File: src/rtl/axi_cmd_master.sv
// axi_cmd_master: converts single-beat commands into AXI4 read/write transactions.
// One transaction is outstanding at a time. Each response is held until rsp_ready.
// Optional feature: define AXI_CMD_MASTER_TIMEOUT_EN to enable the response timeout.
module axi_cmd_master #(
  parameter int unsigned TAGW    = 1,
  parameter int unsigned TIMEOUT = 1024
) (
  input  logic            aclk,
  input  logic            rst_l,
  // command side
  input  logic            cmd_valid,
  output logic            cmd_ready,
  input  logic            cmd_write,
  input  logic [31:0]     cmd_addr,
  input  logic [63:0]     cmd_wdata,
  input  logic [7:0]      cmd_wstrb,
  // response side
  output logic            rsp_valid,
  input  logic            rsp_ready,
  output logic [63:0]     rsp_rdata,
  output logic            rsp_err,
  output logic            rsp_timeout,
  // AXI4 read address
  output logic            arvalid,
  input  logic            arready,
  output logic [31:0]     araddr,
  output logic [TAGW-1:0] arid,
  output logic [7:0]      arlen,
  output logic [1:0]      arburst,
  output logic [2:0]      arsize,
  // AXI4 read data
  input  logic            rvalid,
  output logic            rready,
  input  logic [63:0]     rdata,
  input  logic [1:0]      rresp,
  input  logic [TAGW-1:0] rid,
  input  logic            rlast,
  // AXI4 write address
  output logic            awvalid,
  input  logic            awready,
  output logic [31:0]     awaddr,
  output logic [TAGW-1:0] awid,
  output logic [7:0]      awlen,
  output logic [1:0]      awburst,
  output logic [2:0]      awsize,
  // AXI4 write data
  output logic            wvalid,
  input  logic            wready,
  output logic [63:0]     wdata,
  output logic [7:0]      wstrb,
  output logic            wlast,
  // AXI4 write response
  input  logic            bvalid,
  output logic            bready,
  input  logic [1:0]      bresp,
  input  logic [TAGW-1:0] bid
);

  typedef enum logic [2:0] {StIdle, StRdA, StRdD, StWrAw, StWrB, StRsp} state_e;

  state_e      state_q, state_d;
  logic [31:0] addr_q, addr_d;
  logic [63:0] wdata_q, wdata_d;
  logic [7:0]  wstrb_q, wstrb_d;
  logic        aw_done_q, aw_done_d;
  logic        w_done_q, w_done_d;
  logic [63:0] rsp_rdata_q, rsp_rdata_d;
  logic        rsp_err_q, rsp_err_d;
  logic        aw_ok, w_ok;
  logic        tmo_hit;

  // Single-beat, 8-byte INCR bursts with ID zero.
  assign arid    = '0;
  assign awid    = '0;
  assign arlen   = 8'd0;
  assign awlen   = 8'd0;
  assign arburst = 2'b01;
  assign awburst = 2'b01;
  assign arsize  = 3'b011;
  assign awsize  = 3'b011;
  assign wlast   = 1'b1;

  assign araddr  = addr_q;
  assign awaddr  = addr_q;
  assign wdata   = wdata_q;
  assign wstrb   = wstrb_q;

  // Handshake outputs are pure state decodes so reset clears them immediately.
  // cmd_ready is also gated by rst_l so it is low while reset is held.
  assign cmd_ready = (state_q == StIdle) & rst_l;
  assign arvalid   = (state_q == StRdA);
  assign rready    = (state_q == StRdD);
  assign awvalid   = (state_q == StWrAw) & ~aw_done_q;
  assign wvalid    = (state_q == StWrAw) & ~w_done_q;
  assign bready    = (state_q == StWrB);
  assign rsp_valid = (state_q == StRsp);
  assign rsp_rdata = rsp_rdata_q;
  assign rsp_err   = rsp_err_q;

  // Next-state and latched-field computation.
  always_comb begin
    state_d     = state_q;
    addr_d      = addr_q;
    wdata_d     = wdata_q;
    wstrb_d     = wstrb_q;
    aw_done_d   = aw_done_q;
    w_done_d    = w_done_q;
    rsp_rdata_d = rsp_rdata_q;
    rsp_err_d   = rsp_err_q;
    aw_ok       = 1'b0;
    w_ok        = 1'b0;
    unique case (state_q)
      StIdle: begin
        if (cmd_valid) begin
          addr_d    = cmd_addr;
          wdata_d   = cmd_wdata;
          wstrb_d   = cmd_wstrb;
          aw_done_d = 1'b0;
          w_done_d  = 1'b0;
          state_d   = cmd_write ? StWrAw : StRdA;
        end
      end
      StRdA: begin
        if (arready) state_d = StRdD;
      end
      StRdD: begin
        if (rvalid) begin
          rsp_rdata_d = rdata;
          rsp_err_d   = (rresp != 2'b00) | (rid != '0) | ~rlast;
          state_d     = StRsp;
        end else if (tmo_hit) begin
          rsp_rdata_d = '0;
          rsp_err_d   = 1'b1;
          state_d     = StRsp;
        end
      end
      StWrAw: begin
        // Each channel completes independently; leave once both have.
        aw_ok     = aw_done_q | awready;
        w_ok      = w_done_q | wready;
        aw_done_d = aw_ok;
        w_done_d  = w_ok;
        if (aw_ok && w_ok) state_d = StWrB;
      end
      StWrB: begin
        if (bvalid) begin
          rsp_rdata_d = '0;
          rsp_err_d   = (bresp != 2'b00) | (bid != '0);
          state_d     = StRsp;
        end else if (tmo_hit) begin
          rsp_rdata_d = '0;
          rsp_err_d   = 1'b1;
          state_d     = StRsp;
        end
      end
      StRsp: begin
        if (rsp_ready) state_d = StIdle;
      end
      default: state_d = StIdle;
    endcase
  end

  // State and latched-field registers.
  always_ff @(posedge aclk or negedge rst_l) begin
    if (!rst_l) begin
      state_q     <= StIdle;
      addr_q      <= '0;
      wdata_q     <= '0;
      wstrb_q     <= '0;
      aw_done_q   <= 1'b0;
      w_done_q    <= 1'b0;
      rsp_rdata_q <= '0;
      rsp_err_q   <= 1'b0;
    end else begin
      state_q     <= state_d;
      addr_q      <= addr_d;
      wdata_q     <= wdata_d;
      wstrb_q     <= wstrb_d;
      aw_done_q   <= aw_done_d;
      w_done_q    <= w_done_d;
      rsp_rdata_q <= rsp_rdata_d;
      rsp_err_q   <= rsp_err_d;
    end
  end

`ifdef AXI_CMD_MASTER_TIMEOUT_EN
  localparam int unsigned CntW = $clog2(TIMEOUT + 1);

  logic [CntW-1:0] tmo_cnt_q, tmo_cnt_d;
  logic            rsp_tmo_q, rsp_tmo_d;
  logic            wait_st;
  logic            slave_rsp;

  assign wait_st   = (state_q == StRdD) | (state_q == StWrB);
  assign slave_rsp = (state_q == StRdD) ? rvalid : bvalid;
  // Fires on the TIMEOUT-th waiting cycle, so RSP starts TIMEOUT cycles after entry.
  assign tmo_hit   = wait_st & ~slave_rsp & (tmo_cnt_q == CntW'(TIMEOUT - 1));
  assign rsp_timeout = rsp_tmo_q;

  // Wait counter: counts while waiting, clears whenever the state changes.
  always_comb begin
    tmo_cnt_d = '0;
    rsp_tmo_d = rsp_tmo_q;
    if (wait_st && (state_d == state_q)) tmo_cnt_d = tmo_cnt_q + 1'b1;
    if (wait_st) rsp_tmo_d = tmo_hit;
  end

  // Timeout counter and flag registers.
  always_ff @(posedge aclk or negedge rst_l) begin
    if (!rst_l) begin
      tmo_cnt_q <= '0;
      rsp_tmo_q <= 1'b0;
    end else begin
      tmo_cnt_q <= tmo_cnt_d;
      rsp_tmo_q <= rsp_tmo_d;
    end
  end
`else
  assign tmo_hit     = 1'b0;
  assign rsp_timeout = 1'b0;
`endif

endmodule

File: config.mk
export PLATFORM = sky130hd
export DESIGN_NAME = axi_cmd_master
export DESIGN_NICKNAME = d
export VERILOG_FILES = /design/src/rtl/axi_cmd_master.sv
export SDC_FILE = /design/constraint.sdc
export NUM_CORES = 1
export LEC_CHECK = 0
export CAP_MARGIN = 20
export CORE_AREA = 2 2 162 164
export CTS_CLUSTER_SIZE = 30
export DETAILED_ROUTE_END_ITERATION = 8
export DIE_AREA = 0 0 164 166
export PLACE_DENSITY = 0.76
export SLEW_MARGIN = 20
export SYNTH_ARGS = -nofsm -noshare
export SYNTH_HDL_FRONTEND = slang
export SYNTH_SLANG_ARGS = --single-unit
File: constraint.sdc
create_clock -name aclk -period 1.64 [get_ports aclk]
set_clock_uncertainty 0.05 [all_clocks]
set_input_delay 0.328 -clock aclk [delete_from_list [all_inputs] [get_ports aclk]]
set_output_delay 0.328 -clock aclk [all_outputs]
set_load 0.05 [all_outputs]
==> metrics.csv, run 1 <==
stage;metric;value;unit
synth;async_flop_share;100;%
worst_setup_path;cp-start-kind;flip-flop;
sta;worst_pin_slew;0.599;ns
clock_tree;clk_latency;0.41;ns
placement;dpl.hpwl;15.5;mm
run_status;violations;negative setup slack;
power;power.total;34.0;mW
clock_tree;cts_buffers;17;
global_route;grt_first_pass_wirelength;34.0;mm
power;p_sw_share;46.3;%
synth;yosysWarnings;0;
synth;syn_area;7190;um^2
floorplanning;die-height;166;um
synth;ys_types;29;
power;switchingPower;15.7;mW
synth;avgSynthCellArea;15.2;um^2
clock_tree;h-tree-depth;4;
sta;hold_viol;0;
placement;dpl.cell_count;1161;
detailed_routing;via_per_inst;4.42;
synth;synth_edf_count;0;
clock_tree;clock_path_buffers;2;
min_path;hp-class;flip-flop to flip-flop;
run;max_cap_violations;0;
power;power_leakage;6.11;nW
detailed_routing;vias;5387;
global_route;antenna_found_initial;0;
placement;gp_congestion;0.775;
detailed_routing;wirelength;22.6;mm
power;ir_worst_vdd;1.57;mV
global_route;grt_pass1_vias;5839;
power;p_clk_share;11.9;%
placement;pre_cts_slack;-0.318;ns
detailed_routing;wl_per_cell;18.5;um
clock_tree;cts_tree;yes;
detailed_routing;drc_errors;0;
floorplanning;start_util;28.1;%
min_path;hold_path_startpoint;rsp_rdata[18];
worst_setup_path;rrSetupSlack;-0.16;ns
clock_tree;clk_pin_slew_worst_paths;0.07;ns
sta;setup_tns;-21.02;ns
floorplanning;core_area;25600;um^2
final_layout;n_antenna_cell;0;
clock_tree;root_buffer;clkbuf_16;
sta;postLayoutSetupSlackWorst;-0.227;ns
global_route;grt_max_degree;103;
sta;slew_viol_final;0;
sta;timing.final.crit_share;114;%
sta;finalSetupViolCount;178;
synth;synth_top_flop_cell;dfrtp_1;
final_layout;layout.cells.non_filler;1220;
power;power_density;2600;nW/um^2
run_status;status;complete, but fails checks;
worst_setup_path;end_kind;output pin;
detailed_routing;drt_iter0_drc;283;
final_layout;fin_nets;1057;
floorplanning;rows;59;
sta;hold_slack;0.451;ns
worst_setup_path;cp.arrival;1.49;ns
floorplanning;ios;423;
clock_tree;clock_sinks;174;
final_layout;drive_above_1_share;46.4;%
sta;slew_headroom;60.0;%
final_layout;areaGrowthSynthToFinish;81.5;%
sta;fmax;0.536;GHz
worst_setup_path;crit_path_max_fanout;10;
placement;numPortBuffers;392;
floorplanning;die_w;164;um
floorplanning;dieArea;27200;um^2
global_route;grt.overflow.total;0;
global_route;gr-usage-all-layers;16.3;%
final_layout;layout_common_cells;clkdlybuf4s50_1 (183), dfrtp_1 (174), buf_4 (140);
worst_setup_path;crit_type;flip-flop to output pin;
worst_setup_path;crit_start;state_q[2];
sta;rsz0062_at_grt;true;
sta;min_period;1.87;ns
final_layout;layout_commonest_cell;clkdlybuf4s50_1;
worst_setup_path;worst_ep_required_time;1.26;ns
worst_setup_path;r2r-start;state_q[0];
synth;seq_area_frac_synth;60.5;%
detailed_routing;ant_nets;0;
synth;syn_inst;474;
power;p_int;18.2;mW
power;p_seq_share;24.2;%
detailed_routing;first_pass_iters;4;
power;combPwrFrac;63.9;%
synth;yosys_register_bits;174;
[stage by stage]
stage | util, % | instance area, um^2
after global placement | 45.7 | 11700
final | 51.0 | 13100
after global routing | 51.0 | 13100
after floorplan | - | 7370
after detailed placement | 45.7 | 11700
after CTS | 51.2 | 13100
[Yosys cell counts, types with 2 or more instances]
master / count / area share [%]
mux2_1: 3 / 0.47
buf_4: 75 / 7.8
a21oi_1: 5 / 0.35
nand2b_1: 2 / 0.17
nor2_1: 7 / 0.37
nor3_1: 3 / 0.21
conb_1: 2 / 0.10
dfrtp_1: 174 / 61
and2_1: 2 / 0.17
buf_6: 3 / 0.47
nand3b_1: 2 / 0.21
nand2_1: 2 / 0.10
buf_8: 3 / 0.63
buf_2: 10 / 0.70
a22o_1: 64 / 7.8
mux2_2: 66 / 10
and3b_1: 2 / 0.24
mux2_4: 38 / 7.9
[routing by layer]
| metal | vias to the layer above | routed length, um | GRT usage, % | part of all wire (%) |
|---|---|---|---|---|
| met5 | - | 0 | 0 | 0 |
| met4 | 0 | 261 | 4.16 | 1.2 |
| met3 | 18 | 1320 | 4.32 | 5.8 |
| met2 | 212 | 12200 | 29.4 | 54 |
| met1 | 2756 | 8820 | 19.2 | 39 |
| li1 | 2401 | - | - | - |
[what timing repair did]
item	4_1_cts	5_1_grt
buffers inserted	18	6
endpoints found under the setup margin	114	178
gates resized for setup	113	13
pin swaps	4	5
endpoints found under the hold margin	174	0
cloned	9	1
hold buffers	1	0
[worst paths after layout]
path                            endpoint  cells after the start
max in group asynchronous      wdata[63]                      3
min reg2reg                rsp_rdata[18]                      1
max                               wvalid                      4
min in group asynchronous     state_q[0]                      3
min                        rsp_rdata[18]                      1
max reg2reg                rsp_rdata[37]                      8
[sequential cells by signal (all words and copies together) (netlist names)]
signal and cells:
state_q 3, w_done_q 1, wdata 64, aw_done_q 1
rsp_rdata 64, rsp_err 1, araddr 32, wstrb 8
[critical path, stage by stage, from the launching register on]
cell	delay [ns]
dfrtp_1	0.41
buf_6	0.16
nand3b_1	0.20
nor2_2	0.15
buf_12	0.15
[layout make-up]
| cell class | count | area [um^2] |
|---|---|---|
| clock buffer | 20 | 457 |
| fill | 2155 | 12600 |
| timing repair buffer | 441 | 5120 |
| sequential | 174 | 4350 |
| inverter | 1 | 3.75 |
| multi-input combinational | 237 | 2580 |
| clock inverter | 12 | 125 |
| tap | 335 | 419 |
[kinds of logic after synthesis]
logic type             Yosys count  synth area share [%]
AO/OA/AOI/OAI                   73                  8.64
multiplexers                   108                  18.9
AND/OR/NAND/NOR                 25                  2.17
flip-flops                     174                  60.5
buffers and inverters           92                  9.67
other                            2                 0.104
[power by group through the flow]
stage	Combinational, mW	Sequential [mW]	Clock [mW]
6_report	21.7	8.21	4.05
5_1_grt	22.4	8.47	4.37
4_1_cts	21.9	8.20	4.16
3_5_place_dp	20.1	8.17	0
3_3_place_gp	19.9	8.13	0
2_1_floorplan	6.19	14.3	0
Note: power is estimated with default switching activity, not from simulation.
==> run 2: changes to the inputs <==
GPL_TIMING_DRIVEN = 0   (was not set)
==> run 2 against run 1 <==
Net effect: the flow finishes with violations (negative hold slack, negative setup slack); die area is the same; clock power is 11% higher; register-to-register slack improved by 0.02 ns; first-iteration DRC count shrank 16%; non-clock buffer count rose by 80; clock-buffer cell count shrank 1; sequential power down 6.5%; core utilization increased by 1.9 points; hold slack worse by 0.72 ns; global-route usage increased by 0.85 points; maximum frequency increased by 2.2%; sequential cell count did not move.
==> metrics.csv, run 2 (synthesized netlist as in run 1, its figures left out) <==
stage;metric;value;unit;change
worst_setup_path;cpMaxStageDelayCell;dfrtp_2;;was dfrtp_1
clock_tree;cts_tree;yes;;unchanged
global_route;grt_first_pass_wirelength;36.0;mm;was 34.0 mm
worst_setup_path;crit_path_max_fanout;6;;was 10
final_layout;drive_above_1_share;51.1;%;was 46.4%
placement;gp_congestion;0.790;;was 0.775
clock_tree;clock_sinks;174;;unchanged
worst_setup_path;r2r-start;state_q[0];;unchanged
final_layout;layout_commonest_cell;clkdlybuf4s50_1;;unchanged
clock_tree;clk_pin_slew_worst_paths;0.08;ns;was 0.07 ns
worst_setup_path;rr_worst_depth;5;;was 8
sta;hold_slack;-0.266;ns;was 0.451 ns
min_path;hp-class;input pin to async pin;;was flip-flop to flip-flop
sta;postLayoutSetupSlackWorst;-0.186;ns;was -0.227 ns
sta;slew_viol_final;0;;unchanged
power;power_density;2410;nW/um^2;was 2600 nW/um^2
final_layout;multiInputGateArea;2560;um^2;was 2580 um^2
power;ir_worst_vdd;1.50;mV;was 1.57 mV
worst_setup_path;slowest_delay;0.46;ns;was 0.41 ns
worst_setup_path;end_kind;output pin;;unchanged
global_route;antenna_found_initial;0;;unchanged
global_route;grt.overflow.total;0;;unchanged
final_layout;final_core_util;52.9;%;was 51.0%
global_route;grt_max_degree;83;;was 103
detailed_routing;first_pass_iters;4;;unchanged
run_status;status;complete, but fails checks;;unchanged
sta;rsz0062_at_grt;true;;unchanged
detailed_routing;via_per_inst;4.36;;was 4.42
floorplanning;rows;59;;unchanged
floorplanning;core_area;25600;um^2;unchanged
final_layout;regArea;4360;um^2;was 4350 um^2
global_route;gr-usage-all-layers;17.2;%;was 16.3%
clock_tree;cts_buffers;17;;unchanged
run_status;violations;negative hold slack, negative setup slack;;was negative setup slack
clock_tree;clock_path_buffers;2;;unchanged
final_layout;fin_nets;1136;;was 1057
final_layout;n_antenna_cell;0;;unchanged
worst_setup_path;cp-start-kind;flip-flop;;unchanged
worst_setup_path;timing.rr.end;araddr[20];;was rsp_rdata[37]
detailed_routing;drt_iter0_drc;238;;was 283
final_layout;fillCellCount;2097;;was 2155
global_route;grt_pass1_vias;6095;;was 5839
detailed_routing;wirelength;23.8;mm;was 22.6 mm
detailed_routing;wl_per_cell;18.3;um;was 18.5 um
placement;numPortBuffers;392;;unchanged
floorplanning;start_util;28.1;%;unchanged
final_layout;layout_common_cells;clkdlybuf4s50_1 (183), dfrtp_1 (172), clkdlybuf4s15_2 (166);;was clkdlybuf4s50_1 (183), dfrtp_1 (174), buf_4 (140)
sta;hold_viol;80;;was 0
worst_setup_path;endpoint;arvalid;;was wvalid
placement;dpl.hpwl;16.3;mm;was 15.5 mm
clock_tree;h-tree-depth;4;;unchanged
worst_setup_path;rrSetupSlack;-0.14;ns;was -0.16 ns
detailed_routing;vias;5666;;was 5387
worst_setup_path;crit_type;flip-flop to output pin;;unchanged
power;power_leakage;6.21;nW;was 6.11 nW
floorplanning;dieArea;27200;um^2;unchanged
sta;fmax;0.548;GHz;was 0.536 GHz
detailed_routing;ant_nets;0;;unchanged
worst_setup_path;cp.arrival;1.45;ns;was 1.49 ns
clock_tree;clk_latency;0.41;ns;about the same
sta;min_period;1.83;ns;was 1.87 ns
sta;finalSetupViolCount;157;;was 178
final_layout;areaGrowthSynthToFinish;88.4;%;was 81.5%
worst_setup_path;cp_cell_sequence;buf_6 -> nor3b_4 -> buf_6;;was buf_6 -> nand3b_1 -> nor2_2 -> buf_12
worst_setup_path;worst_ep_required_time;1.26;ns;about the same
detailed_routing;drc_errors;0;;unchanged
run;max_cap_violations;0;;unchanged
worst_setup_path;path_common_cell;buf_6;;
floorplanning;ios;423;;unchanged
worst_setup_path;crit_start;state_q[1];;was state_q[2]
floorplanning;die_w;164;um;unchanged
sta;timing.final.crit_share;111;%;was 114%
clock_tree;root_buffer;clkbuf_16;;unchanged
floorplanning;die-height;166;um;unchanged
[run 2: cell count changes in the layout (fill, tap and decap cells not counted), sizes merged]
cell and delta:
bufinv +3, buf -91, clkdlybuf4s18 +1, clkinvlp -2, clkdlybuf4s15 +166, clkbuf +4
and2 -1, clkinv +1, dlygate4sd3 -1, inv -1
[run 2: worst min-delay path by stage]
stage,from,end,cells past startpoint,slack [ns]
floorplan,rst_l,araddr[0],0,-0.02
finish,rst_l,wdata[34],1,-0.27
global route,rst_l,wdata[34],1,-0.25
global placement,rsp_rdata[8],rsp_rdata[8],1,0.43
detailed placement,rst_l,wdata[34],1,0.30
CTS,rst_l,wdata[34],1,-0.26
[run 2: what timing repair did]
action,CTS,global route
hold endpoints to repair,80,80
gates cloned,16,4
resized for setup,831,48
pin swaps,3,5
endpoints found under the setup margin,372,181
buffers inserted,22,6
[run 2: layout make-up]
type | instances | share of cell area, %
repair buffers | 434 | 35.0
multi-input cells | 236 | 18.9
inverters | 1 | 0.0277
clock buffers | 19 | 3.27
flip-flops and latches | 174 | 32.2
clock inverters | 13 | 1.51
well taps | 335 | 3.09
plain buffers | 87 | 6.03
[run 2: stage by stage]
step / power, mW / instances / setup TNS, ns / area, um^2 / worst slack [ns]
global placement: 26.7 / 1229 / -1306.04 / 11700 / -7.24
finish: 32.7 / 1299 / -13.12 / 13600 / -0.186
CTS: 32.7 / 1300 / -16.62 / 13500 / -0.213
global route: 34.0 / 1299 / -26.57 / 13600 / -0.284
detailed placement: 26.9 / 1230 / -45.85 / 11700 / -1.18
floorplan: 20.5 / 502 / -10.65 / 7370 / -0.217
[run 2: report_power, final]
part,leakage (nW),internal [mW],total (mW),switching (mW)
Clock,0.315,2.65,4.48,1.84
Combinational,3.76,8.26,20.5,12.2
Sequential,2.13,6.32,7.68,1.36
Total,6.21,17.2,32.7,15.4
[run 2: worst max-delay path: cells and delay by family, from the launching register on]
family / cells / cell delay [ns]
simple gates: 1 / 0.23
flops: 1 / 0.46
buf+inv: 2 / 0.35
[run 2: routing by layer]
| metal | share of wire, % | vias to the layer above | global-route usage, % |
|---|---|---|---|
| met3 | 6.8 | 41 | 4.80 |
| met2 | 51 | 248 | 29.4 |
| met5 | 0 | - | 0 |
| met4 | 3.0 | 0 | 6.48 |
| li1 | - | 2567 | - |
| met1 | 40 | 2810 | 20.4 |
==> run 3: changes to the inputs <==
RECOVER_POWER = 100   (was not set)
==> run 3 against run 2 <==
Net effect: the flow still finishes with violations (negative hold slack, negative setup slack); power hardly changed; non-clock buffer count stayed put; worst setup slack hardly changed; clock-buffer cell count stayed put; clock power hardly changed; combinational power hardly changed; design area is 0.27% lower; via count is 0.16% lower; critical endpoint unchanged.
==> metrics.csv, run 3 (synthesized netlist as in run 1, its figures left out) <==
stage;metric;value;unit;change
clock_tree;cts_tree;yes;;unchanged
final_layout;fin_nets;1136;;unchanged
floorplanning;die_w;164;um;unchanged
detailed_routing;first_pass_iters;4;;unchanged
placement;numPortBuffers;392;;unchanged
final_layout;layout_commonest_cell;clkdlybuf4s50_1;;unchanged
sta;fmax;0.548;GHz;about the same
detailed_routing;vias;5657;;was 5666
detailed_routing;via_per_inst;4.35;;was 4.36
sta;hold_viol;80;;unchanged
sta;hold_slack;-0.266;ns;about the same
worst_setup_path;cp.arrival;1.45;ns;about the same
clock_tree;cts_buffers;17;;unchanged
worst_setup_path;crit_family;flip-flops;;unchanged
clock_tree;clk_latency;0.41;ns;about the same
final_layout;drive_above_1_share;51.1;%;unchanged
detailed_routing;ant_nets;0;;unchanged
sta;slew_viol_final;0;;unchanged
floorplanning;start_util;28.1;%;unchanged
global_route;antenna_found_initial;0;;unchanged
placement;gp_congestion;0.790;;unchanged
clock_tree;root_buffer;clkbuf_16;;unchanged
detailed_routing;wirelength;23.8;mm;about the same
global_route;gr-usage-all-layers;17.2;%;unchanged
sta;postLayoutSetupSlackWorst;-0.186;ns;about the same
worst_setup_path;worst_ep_required_time;1.26;ns;about the same
floorplanning;ios;423;;unchanged
final_layout;n_antenna_cell;0;;unchanged
worst_setup_path;slowest_delay;0.46;ns;about the same
clock_tree;clock_path_buffers;2;;unchanged
clock_tree;clock_sinks;174;;unchanged
worst_setup_path;worst-path-stages;3;;unchanged
placement;dpl.hpwl;16.3;mm;unchanged
floorplanning;core_area;25600;um^2;unchanged
floorplanning;dieArea;27200;um^2;unchanged
placement;place_area;11700;um^2;unchanged
power;power_leakage;6.19;nW;was 6.21 nW
worst_setup_path;path_common_cell;buf_6;;unchanged
detailed_routing;drt_iter0_drc;235;;was 238
worst_setup_path;crit_type;flip-flop to output pin;;unchanged
sta;finalSetupViolCount;169;;was 157
global_route;grt_max_degree;83;;unchanged
global_route;grt_pass1_vias;6095;;unchanged
worst_setup_path;cp_cell_sequence;buf_6 -> nor3b_4 -> buf_6;;unchanged
global_route;grt_first_pass_wirelength;36.0;mm;unchanged
worst_setup_path;crit_path_max_fanout;6;;unchanged
floorplanning;rows;59;;unchanged
floorplanning;die-height;166;um;unchanged
power;ir_worst_vdd;1.50;mV;about the same
final_layout;layout_common_cells;clkdlybuf4s50_1 (183), dfrtp_1 (172), clkdlybuf4s15_2 (166);;unchanged
final_layout;areaGrowthSynthToFinish;87.9;%;was 88.4%
detailed_routing;wl_per_cell;18.3;um;about the same
run_status;status;complete, but fails checks;;unchanged
worst_setup_path;end_kind;output pin;;unchanged
detailed_routing;drc_errors;0;;unchanged
clock_tree;clk_pin_slew_worst_paths;0.08;ns;about the same
final_layout;postLayoutCellArea;13500;um^2;was 13600 um^2
sta;worst_pin_slew;1.08;ns;
run;max_cap_violations;0;;unchanged
min_path;hp-class;input pin to async pin;;unchanged
sta;min_period;1.83;ns;about the same
run_status;violations;negative hold slack, negative setup slack;;unchanged
worst_setup_path;cp-start-kind;flip-flop;;unchanged
power;power_density;2420;nW/um^2;was 2410 nW/um^2
sta;slew_headroom;28.2;%;
global_route;grt.overflow.total;0;;unchanged
clock_tree;h-tree-depth;4;;unchanged
placement;pre_cts_slack;-1.18;ns;unchanged
worst_setup_path;rr_worst_depth;5;;unchanged
sta;timing.final.crit_share;111;%;about the same
worst_setup_path;path_buf_inv;2;;unchanged
sta;rsz0062_at_grt;true;;unchanged
worst_setup_path;cpMaxStageDelayCell;dfrtp_2;;unchanged
[run 3: cell types whose count changed in the layout (fill, tap and decap cells not counted), sizes merged]
cell    change
clkbuf     +33
buf        -32
bufbuf      -1
[run 3: power breakdown]
group / internal [mW] / total (mW) / switching (mW)
clock: 2.65 / 4.48 / 1.84
sequential: 6.32 / 7.68 / 1.36
combinational: 8.23 / 20.5 / 12.3
[run 3: metrics by stage]
step / TNS [ns] / utilization, % / power (mW) / std cells
after floorplan: -10.65 / - / 20.5 / 502
after global placement: -1306.04 / 45.7 / 26.7 / 1229
after detailed placement: -45.85 / 45.8 / 26.9 / 1230
after CTS: -16.62 / 52.6 / 32.7 / 1300
after global routing: -29.48 / 52.8 / 33.9 / 1299
final: -14.65 / 52.8 / 32.6 / 1299
[run 3: worst reg2reg max path, delay by kind of cell, from the launching register on]
family	cells	cell delay, ns
buffers and inverters	2	0.36
multiplexers	1	0.30
flip-flops	1	0.46
AND/OR/NAND/NOR	2	0.49
[run 3: path summary, 6_finish.rpt]
kind	start	to	slack, ns
worst min register to register	rsp_rdata[1]	rsp_rdata[1]	0.45
max in group asynchronous	rst_l	wdata[60]	0.40
worst max-delay path	state_q[1]	arvalid	-0.19
worst max register to register	state_q[0]	araddr[20]	-0.13
worst min-delay path	rst_l	wdata[34]	-0.27
min in group aclk	rsp_rdata[1]	rsp_rdata[1]	0.45
[run 3: area by class of cell]
cell class                      instances  area [um^2]
Buffer                                 87          815
Clock buffer                           19          443
Clock inverter                         13          204
Fill cell                            2103        12100
Inverter                                1         3.75
Multi-Input combinational cell        236         2560
Sequential cell                       174         4360
Tap cell                              335          419
Timing Repair Buffer                  434         4710
[run 3: timing repair]
| action | in CTS | in global routing |
|---|---|---|
| endpoints found under the hold margin | 80 | 80 |
| buffers inserted | 22 | 6 |
| cloned | 16 | 4 |
| pin swaps | 3 | 5 |
| resized for setup | 831 | 48 |
| endpoints found under the setup margin | 372 | 181 |
[run 3: routing by layer]
metal	global-route usage [%]	vias up	routed length, um
li1	-	2566	-
met1	20.4	2806	9410
met2	29.4	246	12100
met3	4.80	39	1620
met4	6.48	0	709
met5	0	-	0
